**config.mk**
```make
export PLATFORM = sky130hd
export DESIGN_NAME = deconv_kernel_phase_debug_readout
export DESIGN_NICKNAME = d
export VERILOG_FILES = /design/src/rtl/deconv_kernel_phase_debug_readout.sv
export SDC_FILE = /design/constraint.sdc
export NUM_CORES = 1
export LEC_CHECK = 0
export CORE_UTILIZATION = 50
export DETAILED_ROUTE_END_ITERATION = 8
export PLACE_DENSITY = 0.73
export SYNTH_ARGS = -nofsm -noshare
export SYNTH_HDL_FRONTEND = slang
export SYNTH_SLANG_ARGS = --single-unit
```
**constraint.sdc**
```tcl
create_clock -name clk -period 4.27 [get_ports clk]
set_input_delay 1.0675 -clock clk [delete_from_list [all_inputs] [get_ports clk]]
set_output_delay 1.0675 -clock clk [all_outputs]
set_load 0.02 [all_outputs]
```
**src/rtl/deconv_kernel_phase_debug_readout.sv**
```systemverilog
// Debug dump of the phase SRAM: reads DEPTH words and serializes them MSB first.
// Optional macro DECONV_READOUT_PARITY_EN appends an even-parity bit to every word.
module deconv_kernel_phase_debug_readout #(
    parameter int DATA_WIDTH = 16,
    parameter int DEPTH      = 2048,
    parameter int CNT_WIDTH  = 12
) (
    input  logic                  clk,
    input  logic                  rst_n,
    input  logic                  debug,
    input  logic                  readout_start,
    input  logic [DATA_WIDTH-1:0] rdata,
    output logic                  debug_read_trig,
    input  logic                  ser_ready,
    output logic                  ser_data,
    output logic                  ser_valid,
    output logic                  ser_word_last,
    output logic                  busy,
    output logic                  done
);

`ifdef DECONV_READOUT_PARITY_EN
    localparam int WORD_BITS = DATA_WIDTH + 1;
`else
    localparam int WORD_BITS = DATA_WIDTH;
`endif
    localparam int                   BIT_W     = $clog2(WORD_BITS);
    localparam logic [BIT_W-1:0]     LAST_BIT  = BIT_W'(WORD_BITS - 1);
    localparam logic [CNT_WIDTH-1:0] LAST_WORD = CNT_WIDTH'(DEPTH - 1);

    typedef enum logic [2:0] {IDLE, PRIME, LOAD, SHIFT, FINISH} state_e;

    state_e               state_q;
    logic [WORD_BITS-1:0] shreg_q;
    logic [BIT_W-1:0]     bit_q;
    logic [CNT_WIDTH-1:0] word_q;
    logic                 trig_q, valid_q, last_q, busy_q, done_q;
    logic [WORD_BITS-1:0] load_word;

`ifdef DECONV_READOUT_PARITY_EN
    assign load_word = {rdata, ^rdata};
`else
    assign load_word = rdata;
`endif

    // ser_data is the shift-register MSB; the register is kept zero outside SHIFT.
    always_ff @(posedge clk or negedge rst_n) begin
        if (!rst_n) begin
            state_q <= IDLE;
            shreg_q <= '0;
            bit_q   <= '0;
            word_q  <= '0;
            trig_q  <= 1'b0;
            valid_q <= 1'b0;
            last_q  <= 1'b0;
            busy_q  <= 1'b0;
            done_q  <= 1'b0;
        end else begin
            trig_q <= 1'b0;
            done_q <= 1'b0;
            if (state_q != IDLE && !debug) begin
                state_q <= IDLE;
                shreg_q <= '0;
                bit_q   <= '0;
                word_q  <= '0;
                valid_q <= 1'b0;
                last_q  <= 1'b0;
                busy_q  <= 1'b0;
            end else begin
                case (state_q)
                    IDLE: begin
                        if (readout_start && debug) begin
                            state_q <= PRIME;
                            busy_q  <= 1'b1;
                            word_q  <= '0;
                            bit_q   <= '0;
                            shreg_q <= '0;
                        end
                    end
                    PRIME: begin
                        state_q <= LOAD;
                        trig_q  <= 1'b1;
                    end
                    LOAD: begin
                        state_q <= SHIFT;
                        shreg_q <= load_word;
                        bit_q   <= '0;
                        valid_q <= 1'b1;
                        last_q  <= 1'b0;
                    end
                    SHIFT: begin
                        if (ser_ready) begin
                            if (bit_q == LAST_BIT) begin
                                shreg_q <= '0;
                                bit_q   <= '0;
                                valid_q <= 1'b0;
                                last_q  <= 1'b0;
                                if (word_q == LAST_WORD) begin
                                    state_q <= FINISH;
                                    done_q  <= 1'b1;
                                end else begin
                                    // Next word's read was issued by the previous trig pulse.
                                    word_q  <= word_q + CNT_WIDTH'(1);
                                    state_q <= LOAD;
                                    trig_q  <= 1'b1;
                                end
                            end else begin
                                shreg_q <= {shreg_q[WORD_BITS-2:0], 1'b0};
                                last_q  <= ((bit_q + BIT_W'(1)) == LAST_BIT);
                                bit_q   <= bit_q + BIT_W'(1);
                            end
                        end
                    end
                    FINISH: begin
                        state_q <= IDLE;
                        busy_q  <= 1'b0;
                        word_q  <= '0;
                    end
                    default: state_q <= IDLE;
                endcase
            end
        end
    end

    assign debug_read_trig = trig_q;
    assign ser_data        = shreg_q[WORD_BITS-1];
    assign ser_valid       = valid_q;
    assign ser_word_last   = last_q;
    assign busy            = busy_q;
    assign done            = done_q;

endmodule

```
After elaboration in Yosys (flattened, before gate mapping)
Index checks and enable logic that the tools add are counted.
W data, S select, Z words.

cells by class
  $add $sub $neg = 2
  eq/ne operators = 11
  multiplexer cells = 43
  reduce and logical (&&, ||, !) cells = 15

operators with widths
  operator                 number
  $mux W16                 4
  $mux W12                 5
  $pmux W16 S3             1
  $pmux W12 S3             1
  $mux W1                  17
  $mux W4                  4
  $mux W3                  5
  $add A12 B1 Y12 const B  1
  $eq A12 B11 Y1 const B   1
  $ne A3 B3 Y1 const B     4
  $pmux W3 S4              1
  $pmux W4 S3              1
  $reduce_and A3 Y1        3
  $reduce_bool A3 Y1       3
  $eq A4 B4 Y1 const B     2
  $pmux W1 S2              4
  $reduce_bool A4 Y1       2
  $eq A3 B2 Y1 const B     2
  $reduce_and A5 Y1        1
  $add A4 B1 Y4 const B    1
  $reduce_and A2 Y1        2
  $eq A3 B1 Y1 const B     1
  $eq A3 B3 Y1 const B     1
  $logic_not A3 Y1         1
  other kinds (2)          3

storage, ports and cells
  register bits after elaboration = 40
  output and inout bits = 6
  logic and storage cells = 80

Logic depth before layout (Yosys ltp)
  depth after elaboration = 6
  depth in mapped cells = 7
  gate-level depth less buffers = 6

Worst setup path after synthesis
Ideal clock, no wire load.

  path type = input-to-reg
  from = input port readout_start
  to = register word_q[7]
  setup time = 0.119 ns
  arrival time = 2.093 ns
  slack = 2.058 ns
  cell stages on the path = 6
  path through = a211o_1 -> a21o_1 -> and2_1 -> buf_6 -> a41o_1 -> o21a_1

between the ends
  word-level cells in the longest chain between the ends = 3

ends and longest elaborated chain
  element                             line  RTL
  start, declared                     11    input logic readout_start,
  $logic_and A1 B1 Y1                 72    if (readout_start && debug) begin
  $ne A3 B3 Y1 (no source line)       -
  $reduce_and A5 Y1 (no source line)  -
  end signal, assigned                103   word_q <= word_q + CNT_WIDTH'(1);
  end, declared                       36    logic [CNT_WIDTH-1:0] word_q;

No other way between the ends.
A chain may end at the register's enable or synchronous reset.

Worst setup path after layout
  from = input port debug
  to = register word_q[9]

between the ends
  word-level cells in the longest chain between the ends = 4
  elaborated cells on any way between the ends = 10
  classes of those cells = eq/ne: 4; mux: 1; reduce/logical: 5

ends and longest elaborated chain
  element                                                                     line  RTL
  start, declared                                                             10    input logic debug,
  $logic_not A1 Y1                                                            61    if (state_q != IDLE && !debug) begin
  $logic_and A1 B1 Y1                                                         61
  $ne A3 B3 Y1 (no source line) / $reduce_bool A4 Y1 (equally long branches)  -
  $reduce_and A5 Y1 (no source line)                                          -

Parallel ways exist; a longest one is shown, timed or not.

==> results.json <==
{
  "crit_start": "debug",
  "seq_area_frac_synth_pct": 47.3,
  "clk_latency_ps": 290,
  "period_share_pct": 71.2,
  "grt_pass1_vias": 1545,
  "synth_flop_cell": "dfrtp_1",
  "instances_no_fill": 296,
  "root_buffer": "clkbuf_8",
  "cp_slowest_cell": "clkdlybuf4s50_1",
  "syn_area_mm2": 0.00212,
  "track_usage_pct": 21.2,
  "utilization_pct": 60.8,
  "grt_overflow": 0,
  "synth_seq_cells": 40,
  "clkTransAtPathRegs_ps": 80,
  "yosysTopAreaCell": "dfrtp_1",
  "path_class": "input port to flip-flop",
  "finalSetupViolCount": 0,
  "p_leak_nw": 1.05,
  "fmax_mhz": 329,
  "diodes": 0,
  "dr.pass1.iters": 4,
  "cp_max_fo": 14,
  "mostFrequentLayoutCells": "40 x dfrtp_1, 33 x nand2_1, 32 x o21ai_0",
  "finalInstanceArea_mm2": 0.00245,
  "synthCells": 224,
  "rrSetupSlack_ps": 2070,
  "rsz0062_at_grt": "no",
  "min_to": "shreg_q[5]",
  "maxCapViolCount": 0,
  "fin_crit_ps": 3040,
  "design.final.nets": 269,
  "ff2ff_path_depth": 5,
  "wirelength_mm": 4.33,
  "slowest_delay_ps": 770,
  "critPathCaptureType": "flip-flop",
  "place_hpwl_mm": 2.96,
  "total_power_mw": 1.31,
  "cts_setup_buffers": 0,
  "fin_worst_skew_ps": 6.85,
  "path_cells": "clkdlybuf4s50_1 > and4b_1 > nand4b_4 > nand3_1 > o21ai_0 > o31ai_1",
  "io_pins": 27,
  "tightest_slew_ps": 974,
  "cts-buffers-inserted": 5,
  "gp_congestion": 0.826,
  "area_growth_pct": 15.7,
  "setup_ws_ps": 1230,
  "grt_max_degree": 41,
  "timing.setup.tns_ps": 0,
  "netlist.area_leader.share_pct": 47.3,
  "synth_edf_count": 0,
  "r2r_end": "shreg_q[8]",
  "ctsHoldBuffers": 0,
  "relSlewSlack_pct": 34.7,
  "clockBufferDepth": 2,
  "cts_tree": "built",
  "hold_path.class": "flip-flop to flip-flop",
  "dieWidth_um": 67.1,
  "status": "completed",
  "vdd_drop_max_v": 0.000239,
  "cts_resized": 0,
  "post-route-drc-count": 0,
  "rows": 23,
  "wl_per_cell_um": 14.6,
  "whs_path_depth": 2,
  "final_common_cell": "dfrtp_1",
  "start_kind": "input port",
  "avgSynthCellArea_um2": 9.45,
  "grt_pass1_wl_mm": 7.12,
  "start_util_pct": 52.5,
  "slew_violations": 0,
  "r2r-start": "bit_q[0]",
  "drt_iter0_drc": 187,
  "hold_violations": 0,
  "nFillCells": 361,
  "power_density_mw_per_mm2": 534,
  "fp.dieArea_mm2": 0.00450,
  "ys_top_cells_by_area": "dfrtp_1 47%, o21ai_0 7.6%, nand2_1 5.9%, a22oi_1 5.3%, a21oi_1 3.1%",
  "dp_slack_ps": 937,
  "viasPerCell": 5.98,
  "via_count": 1769,
  "clock-sinks": 40,
  "dp_cells": 288,
  "synth_async_sr_flop_share_pct": 100,
  "whs_ps": 483,
  "htree_levels": 2,
  "syn_nets": 248,
  "drtAntennaViolNets": 0,
  "placed_cell_area_mm2": 0.00236,
  "crit_arrival_ps": 3240,
  "core-area_mm2": 0.00403,
  "yosysUniqueCellTypes": 46,
  "antenna_found_initial": 0,
  "die_y_um": 67.1,
  "worstHoldStart": "shreg_q[5]",
  "ys_warn_count": 0,
  "required_ps": 4470,
  "drive_gt1_share_pct": 6.50,
  "io_buffers": 26
}
==> state kept, by name (all words and copies together) (netlist names) <==
register,flops
ser_valid,1
busy,1
word_q,12
state_q,3
bit_q,4
ser_word_last,1
done,1
debug_read_trig,1
shreg_q,16
==> synth_stat cells (all sizes together) (2+ instances only) <==
cell    instances
nand4b          2
nor2b           2
clkbuf          4
nand2          34
and4b           2
nand3          11
a41oi           2
nor3            5
o41ai           2
dfrtp          40
a22oi          15
a21oi          13
o31ai           6
nand2b          3
nor2           13
buf             8
a21o            3
o21ai          32
and3            3
and2            2
inv             2
ha              3
==> kinds of logic (layout without fill, tap and decap cells) <==
logic type,after synthesis,after routing,synth area share [%]
flops,40,40,47.3
fa+ha+maj,3,3,1.77
simple gates,83,83,20.7
mux,1,1,0.532
buf+inv,14,36,4.08
compound gates,83,83,25.6
==> critical path, delay by kind of cell <==
kind | cells | cell delay (ps)
and+or+nand+nor | 3 | 1160
buffers and inverters | 1 | 770
AOI/OAI and AO/OA | 2 | 230
==> power by group <==
group | internal (mW) | total [mW] | switching (mW)
registers | 0.476 | 0.561 | 0.0858
clock network | 0.129 | 0.261 | 0.132
logic | 0.178 | 0.487 | 0.308
==> routing by layer <==
layer	vias up	part of all wire, %	GRT usage (%)
met1	856	48	30.0
met5	-	0	0
met2	35	46	30.3
met3	7	4.2	5.82
li1	871	-	-
met4	0	1.2	8.24
==> how the worst max path moves through the flow <==
stage               slack (ps)         to
CTS                       1230  word_q[6]
global placement           930  word_q[6]
floorplan                 2060  word_q[7]
global route              1030  word_q[6]
detailed placement         940  word_q[6]
finish                    1230  word_q[9]
==> layout make-up <==
| type | instances | area, um2 | share of cell area, % |
|---|---|---|---|
| clock buffers | 6 | 82.6 | 3.37 |
| clock inverters | 2 | 10.0 | 0.409 |
| inverters | 2 | 7.51 | 0.307 |
| multi-input cells | 170 | 1030 | 42.1 |
| flip-flops and latches | 40 | 1000 | 40.9 |
| well taps | 50 | 62.6 | 2.55 |
| repair buffers | 26 | 255 | 10.4 |
Power figures use the tool's default switching activity.
==> RTL edit 1, RTL diff (same settings) <==
The option `DECONV_READOUT_PARITY_EN` is turned on by a define.
--- a/src/rtl/deconv_kernel_phase_debug_readout.sv
+++ b/src/rtl/deconv_kernel_phase_debug_readout.sv
@@ -2,2 +2,4 @@
 // Optional macro DECONV_READOUT_PARITY_EN appends an even-parity bit to every word.
+`define DECONV_READOUT_PARITY_EN
+
 module deconv_kernel_phase_debug_readout #(
Behaviour: no difference found for any inputs over 10 cycles, from zero or initial values and one cycle with rst_n low; that may be too few to reach the edited logic, so the function may still have changed.
==> RTL edit 1 against the unedited design <==
- the run now ends with design-rule violations left
- wire length up 12%
- power up 4.0%
- final area up 13%
- register-to-register slack better by 0.19 ns
- clock skew up 0.0063 ns
- non-clock buffer count up 2
- setup slack better by 0.16 ns
- via count up 10%
- area after synthesis up 12%
- sequential cell count up 2
==> RTL edit 1: results (changes against the unedited design) <==
| Metric | Value |
|---|---|
| Max VDD drop | 226 uV (was 239 uV) |
| Maximum clock path buffer count | 2 (unchanged) |
| Number of global-route vias before repair | 1798 (was 1545) |
| Relative slew slack | 39.7% (was 34.7%) |
| Synth cell types | 47 (was 46) |
| GRT Util Overall | 21.0% (was 21.2%) |
| Largest net degree at the start of global routing | 43 (was 41) |
| GR Layer Usage met2 | 31.5% (was 30.3%) |
| Met2 Wirelength | 2210 um (was 2000 um) |
| Starting DRT DRC Count | 240 (was 187) |
| Clk slew on worst S/H paths | 0.08 ns (about the same) |
| Post-synth EDFFs | 0 (unchanged) |
| Status | complete, but fails checks (was completed) |
| Gpl congestion | 0.831 (was 0.826) |
| Pre-CTS setup slack | 1.12 ns (was 0.937 ns) |
| Data arrival, critical path | 3.07 ns (was 3.24 ns) |
| Post-Syn Nets | 285 (was 248) |
| Synth top area cells | dfrtp_1, o21ai_0, nand2_1 (unchanged) |
| Worst Hold End | shreg_q[11] (was shreg_q[5]) |
| Post-synth top cells | dfrtp_1, nand2_1, o21ai_0, a22oi_1, xnor2_1 (was dfrtp_1, nand2_1, o21ai_0, a22oi_1) |
| Non-filler cells, final | 332 (was 296) |
| Share of layout cells above drive strength 1 | 6.79% (was 6.50%) |
| Worst r2r path cells | 7 (was 5) |
| Fin nets | 304 (was 269) |
| FF-to-FF End | word_q[2] (was shreg_q[8]) |
| Number of fillers in the final layout | 370 (was 361) |
| Pre-Repair DR Iteration Count | 9 (was 4) |
| Total number of vias | 1949 (was 1769) |
| Remaining DRCs | 2 (was 0) |
| HP Start | shreg_q[11] (was shreg_q[5]) |
| Met3 routed WL | 227 um (was 183 um) |
| Top flop regs | shreg_q: 17 flops, word_q: 12 flops, bit_q: 5 flops (was shreg_q: 16 flops, word_q: 12 flops, bit_q: 4 flops) |
| Worst-path fanout max | 11 (was 14) |
| Post-synthesis area per instance | 9.16 um^2 (was 9.45 um^2) |
| Mean routed wirelength per cell | 14.6 um (about the same) |
| Met1 Wirelength | 2380 um (was 2100 um) |
| # resized after CTS | 0 (unchanged) |
| Root buffer cell | clkbuf_8 (unchanged) |
| DP Cell Count | 324 (was 288) |
| Max FFs per register | 17 (was 16) |
| Sequential area share after synthesis | 44.1% (was 47.3%) |
| R2R Setup Slk | 2.26 ns (was 2.07 ns) |
| Pleak | 0.00116 uW (was 0.00105 uW) |
| Class of the worst hold path | reg2reg (unchanged) |
| Hpwl dp | 3380 um (was 2960 um) |
| First-pass GRT wire length | 8290 um (was 7120 um) |
| Met3 usage | 4.84% (was 5.82%) |
| Failing checks | design-rule violations |
| M1 GR Usage | 30.2% (was 30.0%) |
| Clk_skew | 0.0132 ns (was 0.00685 ns) |
RTL edit 1: where the power goes:
part | switching, uW | total, uW | internal, uW
Clock | 145 | 379 | 234
Combinational | 270 | 441 | 171
Sequential | 66.8 | 540 | 473
RTL edit 1: how the worst max path moves through the flow:
stage | start | endpoint | slack, ns | cells past startpoint
finish | debug | word_q[2] | 1.39 | 6
global route | debug | shreg_q[3] | 1.29 | 6
CTS | debug | shreg_q[3] | 1.46 | 6
detailed placement | debug | shreg_q[16] | 1.12 | 6
global placement | debug | shreg_q[3] | 1.19 | 6
floorplan | debug | word_q[9] | 2.03 | 7
RTL edit 1: layout make-up:
type                       instances  area [um^2]  area share [%]
clock buffer                       5         68.8            2.49
sequential                        42         1050            38.1
clock inverter                     3         68.8            2.49
timing repair buffer              28          270            9.79
multi-input combinational        196         1210            44.0
inverter                           6         22.5           0.816
tap                               52         65.1            2.36
RTL edit 1: kinds of logic (layout without fill, tap and decap cells):
| family | after synthesis | in the layout | synth area share, % |
|---|---|---|---|
| xor+xnor | 17 | 17 | 6.25 |
| compound gates | 82 | 82 | 21.9 |
| buf+inv | 22 | 42 | 4.89 |
| fa+ha+maj | 4 | 4 | 2.10 |
| flops | 42 | 42 | 44.1 |
| mux | 3 | 3 | 1.37 |
| simple gates | 90 | 90 | 19.3 |
RTL edit 1: critical path: stages:
cell and delay [ns]:
clkdlybuf4s50_1 0.68, and4b_1 0.49, nand3_1 0.19, nor2b_1 0.34, nand2_1 0.10, o21ai_0 0.21
RTL edit 1: metrics by stage:
stage | utilization [%] | area (um^2) | hold slack (ns)
after global routing | 61.7 | 2760 | 0.519
final | 61.7 | 2760 | 0.490
after floorplan | - | 2380 | 0.445
after global placement | 58.6 | 2620 | 0.462
after CTS | 61.7 | 2760 | 0.491
after detailed placement | 58.6 | 2620 | 0.472
==> RTL edit 2, RTL diff (same settings) <==
Without the edit above. The 5 states of `state_e` get a one-hot encoding in 5 bits.
--- a/src/rtl/deconv_kernel_phase_debug_readout.sv
+++ b/src/rtl/deconv_kernel_phase_debug_readout.sv
@@ -30,3 +30,3 @@
 
-    typedef enum logic [2:0] {IDLE, PRIME, LOAD, SHIFT, FINISH} state_e;
+    typedef enum logic [4:0] {IDLE = 5'b00001, PRIME = 5'b00010, LOAD = 5'b00100, SHIFT = 5'b01000, FINISH = 5'b10000} state_e;
 
Check against the original RTL: same outputs for any inputs over 10 cycles, from zero or initial values and one cycle with rst_n low; not proved beyond that.
==> RTL edit 2 against the unedited design <==
- sequential share of layout area shrank 1.4 points
- setup slack worse by 0.033 ns
- final area increased by 8.7%
- area after synthesis up 7.7%
- sequential cell count rose by 2
- critical path type unchanged
- clock skew up 0.0023 ns
- wire length grew 4.9%
Power is not compared: it rests on default switching activity, and its combinational part moved more than twofold at a synthesized area within 25%.
==> RTL edit 2: results (changes against the unedited design) <==
| Metric | Value |
|---|---|
| Status | completed (unchanged) |
| Synth cell types | 47 (was 46) |
| Synth top area cells | dfrtp_1, a21oi_1, a22oi_1 (was dfrtp_1, o21ai_0, nand2_1) |
| Data arrival, critical path | 3.30 ns (was 3.24 ns) |
| GRT Util Overall | 20.3% (was 21.2%) |
| Non-filler cells, final | 310 (was 296) |
| Endpoints failing setup | 0 (unchanged) |
| Clk_skew | 0.00911 ns (was 0.00685 ns) |
| Post-DP Area | 2520 um^2 (was 2360 um^2) |
| Mean routed wirelength per cell | 14.7 um (was 14.6 um) |
| Hpwl dp | 2920 um (was 2960 um) |
| Total number of vias | 1857 (was 1769) |
| Sequential area share after synthesis | 46.2% (was 47.3%) |
| DP Cell Count | 302 (was 288) |
| Post-Syn Nets | 262 (was 248) |
| First-pass GRT wire length | 7850 um (was 7120 um) |
| Starting DRT DRC Count | 147 (was 187) |
| Worst-path fanout max | 18 (was 14) |
| Largest net degree at the start of global routing | 43 (was 41) |
| Ys async rst share | 100% (unchanged) |
| Switching share of power | 24.9% |
| Share of layout cells above drive strength 1 | 10.5% (was 6.50%) |
| Post-synth top cells | dfrtp_1, nor2_1, a21oi_1, a22oi_1, nand2_1 (was dfrtp_1, nand2_1, o21ai_0, a22oi_1) |
| Pleak | 0.00110 uW |
| Top flop regs | shreg_q: 16 flops, word_q: 12 flops, state_q: 5 flops (was shreg_q: 16 flops, word_q: 12 flops, bit_q: 4 flops) |
| Fin nets | 281 (was 269) |
| Gpl congestion | 0.798 (was 0.826) |
| Slew @ Worst Pin | 0.928 ns (was 0.974 ns) |
| Post-synthesis area per instance | 9.58 um^2 (was 9.45 um^2) |
| Area grow syn2layout | 16.8% (was 15.7%) |
| Number of global-route vias before repair | 1712 (was 1545) |
[RTL edit 2: changes by cell type after synthesis, sizes merged, moves of 4 or more]
cell / before / now
nand2: 34 / 13
nor2b: 2 / 6
o21ai: 32 / 11
a211oi: 0 / 4
a21oi: 13 / 25
a31o: 0 / 4
nor2: 13 / 29
inv: 2 / 7
o31ai: 6 / 0
buf: 8 / 14
a31oi: 1 / 5
[RTL edit 2: metal layers]
metal  vias up  wire length, um  track usage (%)
met5         -                0                0
met4         0               75             8.84
met3         7              159             3.63
met2        40             2150             30.5
met1       901             2170             28.8
li1        909                -                -
[RTL edit 2: cell type report]
type	count	area [um^2]
multi-input combinational	173	1110
sequential	42	1050
inverter	7	26.3
tap	52	65.1
fill	365	1690
clock inverter	3	68.8
timing repair buffer	28	270
clock buffer	5	68.8
[RTL edit 2: worst max-delay path: stages]
cell             delay, ns
clkdlybuf4s50_1       0.71
nor2b_4               0.24
nor2b_1               0.26
and3_1                0.63
a22oi_1               0.19
a21oi_1               0.18
[RTL edit 2: through the flow]
stage	total power (uW)	hold slack, ns	worst slack [ns]
floorplan	540	0.453	1.72
global placement	588	0.466	0.906
detailed placement	591	0.469	0.865
CTS	972	0.488	1.21
global route	1010	0.499	1.05
finish	965	0.483	1.20
[RTL edit 2: power groups by stage]
stage	registers [uW]	logic [uW]	clock network, uW
2_1_floorplan	462	78.4	0
3_3_place_gp	465	124	0
3_5_place_dp	465	127	0
4_1_cts	458	127	387
5_1_grt	463	143	402
6_report	458	126	380
[RTL edit 2: worst paths after layout]
| path | start | to | slack (ns) | cells after the start |
|---|---|---|---|---|
| worst max-delay path | debug | shreg_q[5] | 1.20 | 6 |
| worst min-delay path | ser_word_last | ser_word_last | 0.48 | 1 |
| worst max register to register | state_q[2] | word_q[9] | 2.04 | 5 |
| worst min register to register | ser_word_last | ser_word_last | 0.48 | 1 |
| max in group asynchronous | rst_n | shreg_q[6] | 2.79 | 1 |
| min in group asynchronous | rst_n | state_q[1] | 0.89 | 1 |
[RTL edit 2: cell families after synthesis]
group                      count (synthesis)  synth area share, %
muxes                                      1                0.494
and+or+nand+nor                           83                 19.2
xor gates and xnor gates                   2                0.769
DFF                                       42                 46.2
adders and majority gates                  3                 1.65
buffers and inverters                     23                 5.60
AOI/OAI and AO/OA                         84                 26.1
